File: config.mk
export PLATFORM = sky130hd
export DESIGN_NAME = alu_mc_flat
export DESIGN_NICKNAME = d
export VERILOG_FILES = /design/src/rtl/alu_mc_pkg.sv /design/src/rtl/alu_mc_if.sv /design/src/rtl/alu_mc_core.sv /design/src/rtl/alu_mc.sv /design/src/flat_wrapper.sv
export SDC_FILE = /design/constraint.sdc
export NUM_CORES = 1
export LEC_CHECK = 0
export ABC_AREA = 1
export ABC_CLOCK_PERIOD_IN_PS = 8100
export BUFFER_PORTS_ARGS = -buffer_cell sky130_fd_sc_hd__buf_4
export CELL_PAD_IN_SITES_DETAIL_PLACEMENT = 0
export CELL_PAD_IN_SITES_GLOBAL_PLACEMENT = 2
export CORE_MARGIN = 2
export CORE_UTILIZATION = 36
export DETAILED_ROUTE_END_ITERATION = 10
export PLACE_DENSITY_LB_ADDON = 0.1
export SYNTH_ARGS = -nofsm -noshare
export SYNTH_HDL_FRONTEND = slang
export SYNTH_SLANG_ARGS = --single-unit
File: constraint.sdc
create_clock -name clk -period 8.1 [get_ports clk]
set_input_delay 0.405 -clock clk [delete_from_list [all_inputs] [get_ports clk]]
set_output_delay 0.405 -clock clk [all_outputs]
set_load 0.01 [all_outputs]
File: src/rtl/alu_mc_pkg.sv
`default_nettype none
// +----------------------------------------------------------------------+
// | alu_mc_pkg : funct codes, FSM states and op-class helpers for alu_mc |
// | Rev 1.0                                                              |
// +----------------------------------------------------------------------+
package alu_mc_pkg;

    localparam logic [5:0] c_FN_ADD   = 6'd32;
    localparam logic [5:0] c_FN_SUB   = 6'd34;
    localparam logic [5:0] c_FN_AND   = 6'd36;
    localparam logic [5:0] c_FN_OR    = 6'd37;
    localparam logic [5:0] c_FN_NOR   = 6'd39;
    localparam logic [5:0] c_FN_SLT   = 6'd42;
    localparam logic [5:0] c_FN_SLTU  = 6'd43;
    localparam logic [5:0] c_FN_SRL   = 6'd2;
    localparam logic [5:0] c_FN_MULTU = 6'd25;

    typedef enum logic [1:0] {
        S_IDLE = 2'd0,
        S_BUSY = 2'd1,
        S_DONE = 2'd2
    } state_t;

    function automatic logic is_iterative(input logic [5:0] funct, input logic shamt_nz);
        return (funct == c_FN_MULTU) || ((funct == c_FN_SRL) && shamt_nz);
    endfunction

    function automatic logic is_legal(input logic [5:0] funct);
        logic v;
        case (funct)
            c_FN_ADD, c_FN_SUB, c_FN_AND, c_FN_OR, c_FN_NOR,
            c_FN_SLT, c_FN_SLTU, c_FN_SRL, c_FN_MULTU: v = 1'b1;
            default:                                   v = 1'b0;
        endcase
        return v;
    endfunction

endpackage
`default_nettype wire

File: src/rtl/alu_mc_if.sv
`default_nettype none
// +----------------------------------------------------------------------+
// | alu_mc_if : request/response handshake bundle for alu_mc             |
// | Rev 1.0                                                              |
// +----------------------------------------------------------------------+
interface alu_mc_if #(
    parameter int WIDTH = 32,
    parameter int SHW   = $clog2(WIDTH)
);
    logic             in_valid;
    logic             in_ready;
    logic [WIDTH-1:0] dataA;
    logic [WIDTH-1:0] dataB;
    logic [5:0]       Signal;
    logic [SHW-1:0]   shamt;
    logic             out_valid;
    logic             out_ready;
    logic [WIDTH-1:0] dataOut;
    logic [WIDTH-1:0] dataHi;
    logic             zero;
    logic             overflow;
    logic             illegal;

    modport master (
        output in_valid, dataA, dataB, Signal, shamt, out_ready,
        input  in_ready, out_valid, dataOut, dataHi, zero, overflow, illegal
    );

    modport slave (
        input  in_valid, dataA, dataB, Signal, shamt, out_ready,
        output in_ready, out_valid, dataOut, dataHi, zero, overflow, illegal
    );
endinterface
`default_nettype wire

File: src/rtl/alu_mc_core.sv
`default_nettype none
// +----------------------------------------------------------------------+
// | alu_mc_core : combinational logic/add/compare unit                   |
// | Rev 1.0                                                              |
// +----------------------------------------------------------------------+
module alu_mc_core
    import alu_mc_pkg::*;
#(
    parameter int WIDTH = 32
) (
    input  wire logic [WIDTH-1:0] i_a,
    input  wire logic [WIDTH-1:0] i_b,
    input  wire logic [5:0]       i_funct,
    output logic      [WIDTH-1:0] o_result,
    output logic                  o_carry,
    output logic                  o_overflow
);
    logic             w_sub;
    logic [WIDTH-1:0] w_bb;
    logic [WIDTH-1:0] w_sum;
    logic             w_ovf;

    // Compares share the subtractor so SLT can correct the sign with overflow.
    assign w_sub = (i_funct == c_FN_SUB) || (i_funct == c_FN_SLT) || (i_funct == c_FN_SLTU);
    assign w_bb  = w_sub ? ~i_b : i_b;
    assign {o_carry, w_sum} = {1'b0, i_a} + {1'b0, w_bb} + {{WIDTH{1'b0}}, w_sub};
    assign w_ovf = (i_a[WIDTH-1] == w_bb[WIDTH-1]) && (w_sum[WIDTH-1] != i_a[WIDTH-1]);

    always_comb begin
        o_result   = '0;
        o_overflow = 1'b0;
        case (i_funct)
            c_FN_AND:  o_result = i_a & i_b;
            c_FN_OR:   o_result = i_a | i_b;
            c_FN_NOR:  o_result = ~(i_a | i_b);
            c_FN_ADD,
            c_FN_SUB: begin
                o_result   = w_sum;
                o_overflow = w_ovf;
            end
            c_FN_SLT:  o_result = {{(WIDTH-1){1'b0}}, w_sum[WIDTH-1] ^ w_ovf};
            c_FN_SLTU: o_result = {{(WIDTH-1){1'b0}}, ~o_carry};
            default:   o_result = '0;
        endcase
    end
endmodule
`default_nettype wire

File: src/rtl/alu_mc.sv
`default_nettype none
// +----------------------------------------------------------------------+
// | alu_mc : multi-cycle ALU with handshake, iterative SRL and MULTU     |
// | Rev 1.0                                                              |
// +----------------------------------------------------------------------+
module alu_mc
    import alu_mc_pkg::*;
#(
    parameter int WIDTH = 32,
    parameter int SHW   = $clog2(WIDTH)
) (
    input  wire logic clk,
    input  wire logic reset,
    alu_mc_if.slave   bus
);
    localparam int c_CNTW = SHW + 1;

    state_t               r_state;
    state_t               w_next;
    logic [2*WIDTH-1:0]   r_prod;
    logic [WIDTH-1:0]     r_mcand;
    logic [5:0]           r_fn;
    logic [c_CNTW-1:0]    r_cnt;
    logic [WIDTH-1:0]     r_dout;
    logic [WIDTH-1:0]     r_dhi;
    logic                 r_zero;
    logic                 r_ovf;
    logic                 r_ill;

    logic                 w_accept;
    logic                 w_iter;
    logic                 w_last;
    logic [2*WIDTH-1:0]   w_prod_next;
    logic [WIDTH-1:0]     w_core_a;
    logic [WIDTH-1:0]     w_core_b;
    logic [5:0]           w_core_fn;
    logic [WIDTH-1:0]     w_core_res;
    logic                 w_core_cout;
    logic                 w_core_ovf;

    assign w_accept = bus.in_valid && (r_state == S_IDLE);
    assign w_iter   = is_iterative(bus.Signal, |bus.shamt);
    assign w_last   = (r_cnt == c_CNTW'(1));

    // While busy the core's adder accumulates the multiplicand into the HI half.
    always_comb begin
        w_core_a  = bus.dataA;
        w_core_b  = bus.dataB;
        w_core_fn = bus.Signal;
        if (r_state == S_BUSY) begin
            w_core_a  = r_prod[2*WIDTH-1:WIDTH];
            w_core_b  = r_mcand;
            w_core_fn = c_FN_ADD;
        end
    end

    alu_mc_core #(.WIDTH(WIDTH)) u_core (
        .i_a        (w_core_a),
        .i_b        (w_core_b),
        .i_funct    (w_core_fn),
        .o_result   (w_core_res),
        .o_carry    (w_core_cout),
        .o_overflow (w_core_ovf)
    );

    always_comb begin
        w_prod_next = r_prod;
        if (r_fn == c_FN_MULTU) begin
            if (r_prod[0])
                w_prod_next = {w_core_cout, w_core_res, r_prod[WIDTH-1:1]};
            else
                w_prod_next = {1'b0, r_prod[2*WIDTH-1:1]};
        end else begin
            w_prod_next = {{WIDTH{1'b0}}, 1'b0, r_prod[WIDTH-1:1]};
        end
    end

    always_ff @(posedge clk or posedge reset) begin
        if (reset) r_state <= S_IDLE;
        else       r_state <= w_next;
    end

    always_comb begin
        w_next = r_state;
        case (r_state)
            S_IDLE:  if (w_accept)      w_next = w_iter ? S_BUSY : S_DONE;
            S_BUSY:  if (w_last)        w_next = S_DONE;
            S_DONE:  if (bus.out_ready) w_next = S_IDLE;
            default:                    w_next = S_IDLE;
        endcase
    end

    always_ff @(posedge clk or posedge reset) begin
        if (reset) begin
            r_prod  <= '0;
            r_mcand <= '0;
            r_fn    <= '0;
            r_cnt   <= '0;
            r_dout  <= '0;
            r_dhi   <= '0;
            r_zero  <= 1'b0;
            r_ovf   <= 1'b0;
            r_ill   <= 1'b0;
        end else if (w_accept) begin
            r_fn    <= bus.Signal;
            r_mcand <= bus.dataB;
            r_prod  <= {{WIDTH{1'b0}}, bus.dataA};
            r_cnt   <= (bus.Signal == c_FN_MULTU) ? c_CNTW'(WIDTH) : c_CNTW'(bus.shamt);
            if (!w_iter) begin
                r_dhi <= '0;
                r_ovf <= w_core_ovf;
                r_ill <= ~is_legal(bus.Signal);
                if (bus.Signal == c_FN_SRL) begin
                    r_dout <= bus.dataA;
                    r_zero <= (bus.dataA == '0);
                end else begin
                    r_dout <= w_core_res;
                    r_zero <= (w_core_res == '0);
                end
            end
        end else if (r_state == S_BUSY) begin
            r_prod <= w_prod_next;
            r_cnt  <= r_cnt - c_CNTW'(1);
            if (w_last) begin
                r_dout <= w_prod_next[WIDTH-1:0];
                r_dhi  <= (r_fn == c_FN_MULTU) ? w_prod_next[2*WIDTH-1:WIDTH] : '0;
                r_zero <= (w_prod_next[WIDTH-1:0] == '0);
                r_ovf  <= 1'b0;
                r_ill  <= 1'b0;
            end
        end
    end

    assign bus.in_ready  = (r_state == S_IDLE);
    assign bus.out_valid = (r_state == S_DONE);
    assign bus.dataOut   = r_dout;
    assign bus.dataHi    = r_dhi;
    assign bus.zero      = r_zero;
    assign bus.overflow  = r_ovf;
    assign bus.illegal   = r_ill;
endmodule
`default_nettype wire

File: src/flat_wrapper.sv
// flat-port wrapper written by rule: the top's interface ports become plain ports
module alu_mc_flat import alu_mc_pkg::*;
#(
    parameter int WIDTH = 32,
    parameter int SHW   = $clog2(WIDTH)
)
  (clk, reset, bus_in_valid, bus_dataA, bus_dataB, bus_Signal, bus_shamt, bus_out_ready, bus_in_ready, bus_out_valid, bus_dataOut, bus_dataHi, bus_zero, bus_overflow, bus_illegal);
  alu_mc_if #(.WIDTH(WIDTH), .SHW(SHW)) bus_i ();
  input  wire logic clk;
  input  wire logic reset;
  input wire logic [$bits(bus_i.in_valid)-1:0] bus_in_valid;
  input wire logic [$bits(bus_i.dataA)-1:0] bus_dataA;
  input wire logic [$bits(bus_i.dataB)-1:0] bus_dataB;
  input wire logic [$bits(bus_i.Signal)-1:0] bus_Signal;
  input wire logic [$bits(bus_i.shamt)-1:0] bus_shamt;
  input wire logic [$bits(bus_i.out_ready)-1:0] bus_out_ready;
  output wire logic [$bits(bus_i.in_ready)-1:0] bus_in_ready;
  output wire logic [$bits(bus_i.out_valid)-1:0] bus_out_valid;
  output wire logic [$bits(bus_i.dataOut)-1:0] bus_dataOut;
  output wire logic [$bits(bus_i.dataHi)-1:0] bus_dataHi;
  output wire logic [$bits(bus_i.zero)-1:0] bus_zero;
  output wire logic [$bits(bus_i.overflow)-1:0] bus_overflow;
  output wire logic [$bits(bus_i.illegal)-1:0] bus_illegal;
  assign bus_i.in_valid = bus_in_valid;
  assign bus_i.dataA = bus_dataA;
  assign bus_i.dataB = bus_dataB;
  assign bus_i.Signal = bus_Signal;
  assign bus_i.shamt = bus_shamt;
  assign bus_i.out_ready = bus_out_ready;
  assign bus_in_ready = bus_i.in_ready;
  assign bus_out_valid = bus_i.out_valid;
  assign bus_dataOut = bus_i.dataOut;
  assign bus_dataHi = bus_i.dataHi;
  assign bus_zero = bus_i.zero;
  assign bus_overflow = bus_i.overflow;
  assign bus_illegal = bus_i.illegal;
  alu_mc #(.WIDTH(WIDTH), .SHW(SHW)) u_core (.clk(clk), .reset(reset), .bus(bus_i));
endmodule
==> results of run 1 <==
## worst max-delay path, stage by stage (launching register included)
cell and delay, ps:
dfrtp_1 560, inv_1 90, nor2_2 80, buf_4 300, nor2_1 110, nand2_1 180
nand2_1 670, buf_4 470, xnor2_1 140, ha_1 390, nand2_1 120, nor2_1 360
nand3_1 190, nand3_1 220, nand2_1 100, nand2_1 120, nand2_1 60, nand3_1 70
nand2_1 140, nor2_1 170, nand3_1 90, nor2_1 190, nand4_1 100, nor3_1 180
nand3_1 90, nand2_1 70, nand2_1 50, nand2_1 60
## registers in the layout, indices dropped and copies added (netlist names)
register,flops
u_core.bus.dataHi,32
u_core.bus.dataOut,32
u_core.bus.illegal,1
u_core.bus.overflow,1
u_core.bus.zero,1
u_core.r_cnt,6
u_core.r_fn,6
u_core.r_mcand,32
u_core.r_prod,64
u_core.r_state,2
## synthesized netlist by cell type, types with 5 or more instances
cell / number
a22oi_1: 16
inv_1: 224
nor3_1: 34
a311oi_1: 19
nand3_1: 78
buf_1: 9
o21ai_0: 221
a21oi_1: 174
buf_4: 6
ha_1: 34
o211ai_1: 15
dfrtp_1: 177
clkbuf_1: 61
buf_2: 8
o21ai_1: 16
nor2_1: 195
a31oi_1: 7
nand3b_1: 14
xnor2_1: 30
a211oi_1: 7
o21bai_1: 5
nand4_1: 27
nor4_1: 9
nand2_1: 408
o221ai_1: 19
## through the flow
step	hold WS, ps	utilization, %
2_1_floorplan	444	-
3_3_place_gp	461	40.5
3_5_place_dp	468	40.5
4_1_cts	102	42.2
5_1_grt	114	42.2
6_report	123	42.2
## power by group
part	switching (mW)	internal [mW]	total, mW
logic	0.898	0.543	1.44
registers	0.225	1.20	1.43
clock network	0.394	0.474	0.868
## worst max path at each step
stage / from / endpoint / slack, ps
after floorplan: reset / u_core.bus.dataHi[0]$_DFFE_PP0P_ / 2890
after global placement: u_core.r_state[0]$_DFFE_PP0P_ / u_core.bus.zero$_DFFE_PP0P_ / 2780
after detailed placement: u_core.r_state[0]$_DFFE_PP0P_ / u_core.bus.zero$_DFFE_PP0P_ / 2670
after CTS: u_core.r_state[0]$_DFFE_PP0P_ / u_core.bus.zero$_DFFE_PP0P_ / 2660
after global routing: u_core.r_state[0]$_DFFE_PP0P_ / u_core.bus.zero$_DFFE_PP0P_ / 2130
final: u_core.r_state[0]$_DFFE_PP0P_ / u_core.bus.zero$_DFFE_PP0P_ / 2660
## layout make-up
type | instances | area (um^2)
multi-input cells | 1349 | 6800
clock inverters | 11 | 128
flip-flops and latches | 177 | 4430
well taps | 455 | 569
fillers | 3703 | 19800
clock buffers | 21 | 460
inverters | 230 | 871
repair buffers | 164 | 1230
## kinds of logic (layout without fill, tap and decap cells)
group / Yosys count / count (layout) / synth area share [%]
flip-flops: 177 / 177 / 35.5
adder cells (fa/ha/maj): 35 / 35 / 3.57
AO/OA/AOI/OAI: 510 / 510 / 22.8
XOR/XNOR: 34 / 34 / 2.39
AND/OR/NAND/NOR: 770 / 770 / 25.6
buffers and inverters: 318 / 426 / 10.1
## per-layer routing
metal / routed length (um) / part of all wire [%] / up-vias
li1: - / - / 6350
met1: 21200 / 45 / 6062
met2: 22600 / 48 / 353
met3: 1890 / 4.0 / 72
met4: 1680 / 3.5 / 0
met5: 0 / 0 / -
==> out/results.ini, run 1 <==
[synth]
async_flop_share_pct = 100
synth_top_area_cell = dfrtp_1
avgSynthCellArea_um2 = 6.76
yosysSeqAreaShare_pct = 35.5
synth_ff_type = dfrtp_1
syn_nets = 1958
synth.cell_area_um2 = 12500
synth_top_area_share_pct = 35.5
netlist_instances = 1844
synth-edff-count = 0
synth_warnings = 0
synthTopCellsByArea = dfrtp_1 36%, nand2_1 12%, o21ai_0 8.9%, a21oi_1 7.0%, inv_1 6.7%
synth_seq_cells = 177
yosysUniqueCellTypes = 44

[worst_setup_path]
cp.arrival_ps = 5830
end_kind = flop
critPathMaxFanout = 22
reg2reg_to = u_core.bus.zero$_DFFE_PP0P_
r2r-start = u_core.r_state[0]$_DFFE_PP0P_
rr_worst_depth = 27
reg2reg_slack_ps = 2660
worstSetupPathType = reg -> reg
cp.required_ps = 8490
startpoint_type = flop

[global_routing]
grt_usage_pct = 26.7
antenna_found_initial = 0
grt_use_met3_pct = 3.50
grt_pass1_vias = 12400
grt-busiest-layer = met2
grt-ovfl-total = 0
grt_use_met2_pct = 44.2
grt_max_degree = 111
grt_util_met1_pct = 35.4
grt_pass1_wl_um = 73100

[sta]
setup_ws_ps = 2660
finClkSkew_ps = 13.3
slew_headroom_pct = 25.3
hold_viol = 0
rsz0062_at_grt = no
finalCritPeriodShare_pct = 67.1
timing.fmax_ghz = 0.184
tns_ps = 0
setup-violations-final = 0
drv_slew = 0
layout_min_cycle_time_ps = 5440
tightestPinTransition_ps = 1120

[finish]
layout_common_cells = 406 x nand2_1, 223 x inv_1, 221 x o21ai_0
layout_commonest_cell = nand2_1
diodes = 0
nNetsFinal = 2053
design_area_um2 = 14500
stdcell_count = 2407
area_growth_pct = 16.2
drive_above_1_share_pct = 10.5

[clock_tree]
clock_latency_ps = 450
cts_tree = yes
htree_num_levels = 4
cts_made_buffers = 17
cts_setup_buffers = 0
cts_resized = 0
clock_path_buffers = 2
root_buffer = clkbuf_16
clk_pin_slew_ps = 80
ctsHoldBuffers = 0
clock-sinks = 177

[place]
dp_hpwl_um = 35500
pre_cts_slack_ps = 2670
port_buffers = 147
gp_congestion = 0.907
place_inst = 2375
placed_area_um2 = 13900

[worst_hold_path]
hp-class = in -> reg
holdCritStartpoint = bus_out_ready
min_to = u_core.r_state[1]$_DFFE_PP0P_
min_path_cells = 2

[die]
io_pins = 148
coreArea_um2 = 34300
initial_utilization_pct = 36.4
fp.dieH_um = 190
dieArea_um2 = 36100
die_x_um = 190
num_rows = 68

[route]
wire_per_inst_um = 19.7
post-route-drc-count = 0
wl_um = 47400
avgViaCountPerCell = 5.33
drt_iter0_markers = 1016
ant_nets = 0
vias = 12800
firstDrtPassIters = 5

[power]
irDropWorstVdd_uv = 173
p_total_mw = 3.74
cellLeakagePower_nw = 7.16
power.density_nw_per_um2 = 258

[job]
cap_violations = 0

[outcome]
status = completed

Note: power is estimated with default switching activity, not from simulation.
==> run 2: changes to the inputs <==
--- a/config.mk
+++ b/config.mk
@@ -6,12 +6,12 @@
 export NUM_CORES = 1
 export LEC_CHECK = 0
 export ABC_AREA = 1
-export ABC_CLOCK_PERIOD_IN_PS = 8100
+export ABC_CLOCK_PERIOD_IN_PS = 5300
 export BUFFER_PORTS_ARGS = -buffer_cell sky130_fd_sc_hd__buf_4
 export CELL_PAD_IN_SITES_DETAIL_PLACEMENT = 0
 export CELL_PAD_IN_SITES_GLOBAL_PLACEMENT = 2
 export CORE_MARGIN = 2
-export CORE_UTILIZATION = 36
+export CORE_UTILIZATION = 33
 export DETAILED_ROUTE_END_ITERATION = 10
 export PLACE_DENSITY_LB_ADDON = 0.1
 export SYNTH_ARGS = -nofsm -noshare
==> constraint.sdc (replaced) <==
create_clock -name clk -period 5.3 [get_ports clk]
set_input_delay 0.265 -clock clk [delete_from_list [all_inputs] [get_ports clk]]
set_output_delay 0.265 -clock clk [all_outputs]
set_load 0.01 [all_outputs]
==> run 2 against run 1 <==
Fmax up 19%. Clock-buffer cell count unchanged. Largest power group unchanged. Combinational power increased by 53%. Core utilization is 3.1 points lower. Sequential share of layout area decreased by 0.36 points. Total power increased by 54%. Non-clock buffer count grew 9. Flip-flop and latch count unchanged. Global-route usage decreased by 0.95 points. Sequential power is 54% higher. Critical path depth shrank 2. Via count decreased by 0.13%. Critical path type unchanged.
==> out/results.ini, run 2 (synthesis results as in run 1) <==
[power]
cellLeakagePower_nw = 7.22  ; +0.79%
irDropWorstVdd_uv = 230  ; +32%
p_total_mw = 5.75  ; +54%
power.density_nw_per_um2 = 392  ; +52%

[die]
die_x_um = 198  ; +4.4%
initial_utilization_pct = 33.3  ; -3.0 points
dieArea_um2 = 39300  ; +8.9%
io_pins = 148  ; unchanged
fp.dieH_um = 198  ; +4.4%
coreArea_um2 = 37400  ; +9.1%
num_rows = 71  ; +4.4%

[clock_tree]
cts_made_buffers = 17  ; unchanged
htree_num_levels = 4  ; unchanged
clk_pin_slew_ps = 80  ; about the same
cts_resized = 0  ; unchanged
clock_latency_ps = 460  ; about the same
root_buffer = clkbuf_16
clock-sinks = 177  ; unchanged
cts_tree = yes
clock_path_buffers = 2  ; unchanged

[sta]
finClkSkew_ps = 13.9  ; +0.540 ps
setup-violations-final = 0  ; unchanged
timing.fmax_ghz = 0.219  ; +19%
finalCritPeriodShare_pct = 86.0  ; +19 points
rsz0062_at_grt = no
drv_slew = 0  ; unchanged
timing.hold.ws_ps = 82.7  ; -40.6 ps
slew_headroom_pct = 29.1  ; +3.8 points
tightestPinTransition_ps = 1060  ; -57.7 ps
hold_viol = 0  ; unchanged
layout_min_cycle_time_ps = 4560  ; -878 ps
tns_ps = 0  ; unchanged

[finish]
layout_common_cells = 406 x nand2_1, 223 x inv_1, 221 x o21ai_0
layout_commonest_cell = nand2_1
area_growth_pct = 17.6
final_util_pct = 39.2  ; -3.1 points
regMostFlops = u_core.r_prod
nNetsFinal = 2062  ; +0.44%
drive_above_1_share_pct = 10.8  ; +0.31 points
diodes = 0  ; unchanged
design_area_um2 = 14700  ; +1.2%
largest_reg_flops = 64  ; unchanged
fillers = 4049  ; +9.3%

[outcome]
status = completed

[job]
cap_violations = 0  ; unchanged

[place]
port_buffers = 147  ; unchanged
placed_area_um2 = 14000  ; +1.1%
dp_hpwl_um = 37800  ; +6.4%
gp_congestion = 0.883  ; -2.7%

[global_routing]
grt_usage_pct = 25.7  ; -0.95 points
grt_pass1_vias = 12400  ; +0.28%
antenna_found_initial = 0  ; unchanged
grt_max_degree = 100  ; -9.9%
grt_pass1_wl_um = 75700  ; +3.5%
grt-ovfl-total = 0  ; unchanged

[worst_setup_path]
rr_worst_depth = 25  ; -7.4%
worstSetupPathType = reg -> reg
cp.required_ps = 5700  ; -2790 ps
cp.arrival_ps = 4960  ; -870 ps
startpoint_type = flop
critPathMaxFanout = 72  ; +230%
end_kind = flop

[route]
wire_per_inst_um = 20.1  ; +1.9%
avgViaCountPerCell = 5.19  ; -2.8%
vias = 12800  ; -0.13%
wl_um = 49600  ; +4.7%
post-route-drc-count = 0  ; unchanged
firstDrtPassIters = 5  ; unchanged
ant_nets = 0  ; unchanged
drt_iter0_markers = 1020  ; +0.39%

[worst_hold_path]
hp-class = in -> reg
min_path_cells = 3  ; +1

==> run 2: changes by cell type in the layout (fill, tap and decap cells not counted) <==
cell           before  now
inv_8               0    2
clkinvlp_4          3    2
buf_4             164  169
clkinv_2            2    3
dlygate4sd3_1       0    2
inv_6               3    2
clkinv_4            2    1
buf_12              0    2
==> run 2: final cells by class <==
class	instances	area, um^2	area share, %
Clock inverter	11	128	0.871
Inverter	230	873	5.96
Tap cell	511	639	4.36
Sequential cell	177	4430	30.2
Multi-Input combinational cell	1349	6800	46.4
Clock buffer	21	460	3.14
Timing Repair Buffer	173	1330	9.07
==> run 2: timing repair <==
action | CTS | global route
buffers inserted | 0 | 0
endpoints found under the hold margin | 98 | 0
hold buffers | 2 | 0
==> run 2: power breakdown <==
part	internal, mW	switching, mW
sequential	1.84	0.364
combinational	0.835	1.38
clock	0.725	0.611
==> run 2: worst paths after layout <==
check,startpoint,to,slack [ps]
setup / recovery,u_core.r_state[0]$_DFFE_PP0P_,u_core.bus.zero$_DFFE_PP0P_,740
max in group asynchronous,reset,u_core.r_mcand[22]$_DFFE_PP0P_,3710
setup reg to reg,u_core.r_state[0]$_DFFE_PP0P_,u_core.bus.zero$_DFFE_PP0P_,740
min in group asynchronous,reset,u_core.r_cnt[3]$_DFFE_PP0P_,490
hold reg to reg,u_core.bus.overflow$_DFFE_PP0P_,u_core.bus.overflow$_DFFE_PP0P_,480
hold / removal,bus_dataB[16],u_core.r_mcand[16]$_DFFE_PP0P_,80
==> run 2: per-layer routing <==
| metal | vias to the layer above | part of all wire (%) | global-route usage, % | wire length, um |
|---|---|---|---|---|
| li1 | 6357 | - | - | - |
| met1 | 6081 | 44 | 34.1 | 22000 |
| met2 | 341 | 50 | 44.8 | 24600 |
| met3 | 41 | 4.2 | 2.81 | 2080 |
| met4 | 0 | 1.9 | 6.04 | 942 |
| met5 | - | 0 | 0 | 0 |
==> run 2: critical path: stages, from the launching register on <==
cell,delay (ps)
dfrtp_1,510
nand2_4,180
buf_12,280
buf_4,350
nand2_1,80
o21ai_1,190
inv_1,90
ha_1,420
nand2_1,160
nor2_1,330
nand3_1,170
nand3_1,220
nand3_1,160
nand3_1,110
nand2_1,50
nand3_1,110
nand2_1,160
inv_1,120
nand3_1,120
nor2_1,120
nand2_1,60
nor3_1,200
nand3_1,90
nand2_1,70
nand2_1,50
nand2_1,50
==> run 2: per-stage QoR <==
step,setup WS [ps],cells
finish,740,2472
global route,302,2472
CTS,748,2472
detailed placement,766,2438
global placement,722,2438
floorplan,233,1844
==> run 3: changes to the inputs <==
--- a/config.mk
+++ b/config.mk
@@ -8,8 +8,10 @@
 export ABC_AREA = 1
 export ABC_CLOCK_PERIOD_IN_PS = 5300
 export BUFFER_PORTS_ARGS = -buffer_cell sky130_fd_sc_hd__buf_4
+export CAP_MARGIN = 20
 export CELL_PAD_IN_SITES_DETAIL_PLACEMENT = 0
 export CELL_PAD_IN_SITES_GLOBAL_PLACEMENT = 2
+export CORE_ASPECT_RATIO = 1.4
 export CORE_MARGIN = 2
 export CORE_UTILIZATION = 33
 export DETAILED_ROUTE_END_ITERATION = 10
==> run 3 against run 2 <==
Wire length about the same. Total power up 0.89%. Hold slack better by 1.0 ps. Non-clock buffer count up 9. Critical path depth up 1. Final cell count down 1.2%. Global-route usage down 0.31 points. Core utilization up 0.097 points. Critical path type unchanged. Critical endpoint unchanged. Largest power group unchanged. Highest routed layer unchanged.
==> out/results.ini, run 3 (synthesis results as in run 1) <==
[outcome]
status = completed

[die]
initial_utilization_pct = 33.3  ; about the same
dieArea_um2 = 39400  ; about the same
io_pins = 148  ; unchanged
die_x_um = 168  ; -15%
num_rows = 84  ; +18%
coreArea_um2 = 37400  ; about the same
fp.dieH_um = 234  ; +18%

[worst_setup_path]
slowest_delay_ps = 500  ; about the same
worstSetupPathType = reg -> reg
reg2reg_to = u_core.bus.zero$_DFFE_PP0P_
cp_top_family = simple AND/OR/NAND/NOR gates
startpoint_type = flop
cpMostUsedCell = nand2_1
cp.arrival_ps = 5050  ; +90 ps
end_kind = flop
slowest_stage = dfrtp_1
critPathMaxFanout = 32  ; -56%
path_buf_inv = 3  ; -1
cp.required_ps = 5700  ; about the same
r2r-start = u_core.r_state[0]$_DFFE_PP0P_
reg2reg_slack_ps = 650  ; -90 ps
rr_worst_depth = 26  ; +4.0%

[route]
post-route-drc-count = 0  ; unchanged
drt_iter0_markers = 951  ; -6.8%
wire_per_inst_um = 20.3  ; +1.1%
avgViaCountPerCell = 5.28  ; +1.8%
firstDrtPassIters = 6  ; +1
wl_um = 49600  ; about the same
vias = 12900  ; +0.56%
ant_nets = 0  ; unchanged

[finish]
largest_reg_flops = 64  ; unchanged
drive_above_1_share_pct = 11.2  ; +0.46 points
nNetsFinal = 2071  ; +0.44%
layout_commonest_cell = nand2_1
layout_common_cells = 406 x nand2_1, 223 x inv_1, 221 x o21ai_0
multi_input_area_um2 = 6800  ; unchanged
area_growth_pct = 17.9
design_area_um2 = 14700  ; +0.29%
diodes = 0  ; unchanged
regMostFlops = u_core.r_prod
fillers = 4065  ; +0.40%
seq_area_um2 = 4430  ; unchanged

[sta]
setup-violations-final = 0  ; unchanged
hold_viol = 0  ; unchanged
slew_headroom_pct = 31.6  ; +2.4 points
tightestPinTransition_ps = 1030  ; -37.8 ps
layout_min_cycle_time_ps = 4650  ; +90.0 ps
finClkSkew_ps = 14.3  ; +0.443 ps
finalCritPeriodShare_pct = 87.7  ; +1.7 points
timing.fmax_ghz = 0.215  ; -1.9%
drv_slew = 0  ; unchanged
tns_ps = 0  ; unchanged
setup_ws_ps = 650  ; -90.0 ps
rsz0062_at_grt = no
timing.hold.ws_ps = 83.8  ; +1.02 ps

[power]
power.density_nw_per_um2 = 395  ; +0.60%
irDropWorstVdd_uv = 212  ; -7.5%
cellLeakagePower_nw = 7.27  ; +0.70%

[place]
placed_area_um2 = 14100  ; +0.12%
pre_cts_slack_ps = 576  ; -190 ps
port_buffers = 147  ; unchanged
gp_congestion = 0.888  ; +0.62%
dp_hpwl_um = 37900  ; +0.10%

[clock_tree]
root_buffer = clkbuf_16
cts_made_buffers = 17  ; unchanged
ctsHoldBuffers = 2  ; unchanged
clk_pin_slew_ps = 80  ; about the same
cts_tree = yes
cts_setup_buffers = 0  ; unchanged
cts_resized = 0  ; unchanged
clock_path_buffers = 2  ; unchanged
clock-sinks = 177  ; unchanged
htree_num_levels = 4  ; unchanged
clock_latency_ps = 460  ; about the same

[worst_hold_path]
hp-class = in -> reg
min_path_cells = 3  ; unchanged
min_to = u_core.r_cnt[4]$_DFFE_PP0P_
holdCritStartpoint = bus_shamt[4]

[global_routing]
grt_pass1_wl_um = 75600  ; -0.15%
grt_max_degree = 94  ; -6.0%
antenna_found_initial = 1  ; +1
grt_usage_pct = 25.4  ; -0.31 points
grt-ovfl-total = 0  ; unchanged
grt_pass1_vias = 12300  ; -0.61%

[job]
cap_violations = 0  ; unchanged

-- run 3: changes by cell type in the layout (fill, tap and decap cells not counted), sizes merged --
cell	before	now
buf	171	180
clkbuf	21	17
inv	229	233
clkinvlp	2	0
clkinv	8	9
-- run 3: cell type report --
class                      instances  share of cell area (%)
timing repair buffer             182                    9.50
sequential                       177                    30.1
clock buffer                      17                    2.89
multi-input combinational       1349                    46.2
clock inverter                    14                    1.28
tap                              473                    4.03
inverter                         230                    5.92
-- run 3: worst max-delay path by stage --
stage	from	endpoint	slack (ps)	depth (start not counted)
6_report	u_core.r_state[0]$_DFFE_PP0P_	u_core.bus.zero$_DFFE_PP0P_	650	26
3_5_place_dp	u_core.r_state[0]$_DFFE_PP0P_	u_core.bus.dataHi[28]$_DFFE_PP0P_	580	19
5_1_grt	u_core.r_state[0]$_DFFE_PP0P_	u_core.bus.zero$_DFFE_PP0P_	210	22
4_1_cts	u_core.r_state[0]$_DFFE_PP0P_	u_core.bus.dataHi[28]$_DFFE_PP0P_	550	19
3_3_place_gp	bus_Signal[2]	u_core.bus.dataHi[28]$_DFFE_PP0P_	580	20
2_1_floorplan	reset	u_core.bus.dataHi[0]$_DFFE_PP0P_	230	1
-- run 3: layer usage --
metal | track usage (%) | part of all wire, % | wire length [um]
met1 | 35.4 | 47 | 23400
met2 | 41.7 | 47 | 23200
met4 | 7.27 | 2.2 | 1080
met3 | 2.92 | 4.0 | 1960
met5 | 0 | 0 | 0
-- run 3: worst reg2reg max path, stage by stage, from the launching register on --
cell	delay, ps
dfrtp_1	500
inv_1	120
nor2_2	70
nor2_1	370
nand2_1	280
nand2_1	190
buf_12	250
xnor2_1	130
ha_1	410
nand2_1	120
nor2_1	340
nand3_1	170
nand3_1	200
nand3_1	140
nand3_1	90
nand2_1	50
nand3_1	120
nand2_1	160
inv_1	110
nand3_1	120
nor2_1	110
nand2_1	60
nor3_1	200
nand3_1	90
nand2_1	70
nand2_1	50
nand2_1	60
-- run 3: power by group --
group          total, mW  switching, mW  internal (mW)
clock network       1.39          0.667          0.720
logic               2.22           1.38          0.837
registers           2.20          0.361           1.84
-- run 3: through the flow --
stage          util (%)  power, mW  std cells
4_1_cts            39.3       5.85       2442
6_report           39.3       5.80       2442
2_1_floorplan         -       3.55       1844
5_1_grt            39.3       6.24       2442
3_5_place_dp       37.6       4.44       2409
3_3_place_gp       37.6       4.43       2409
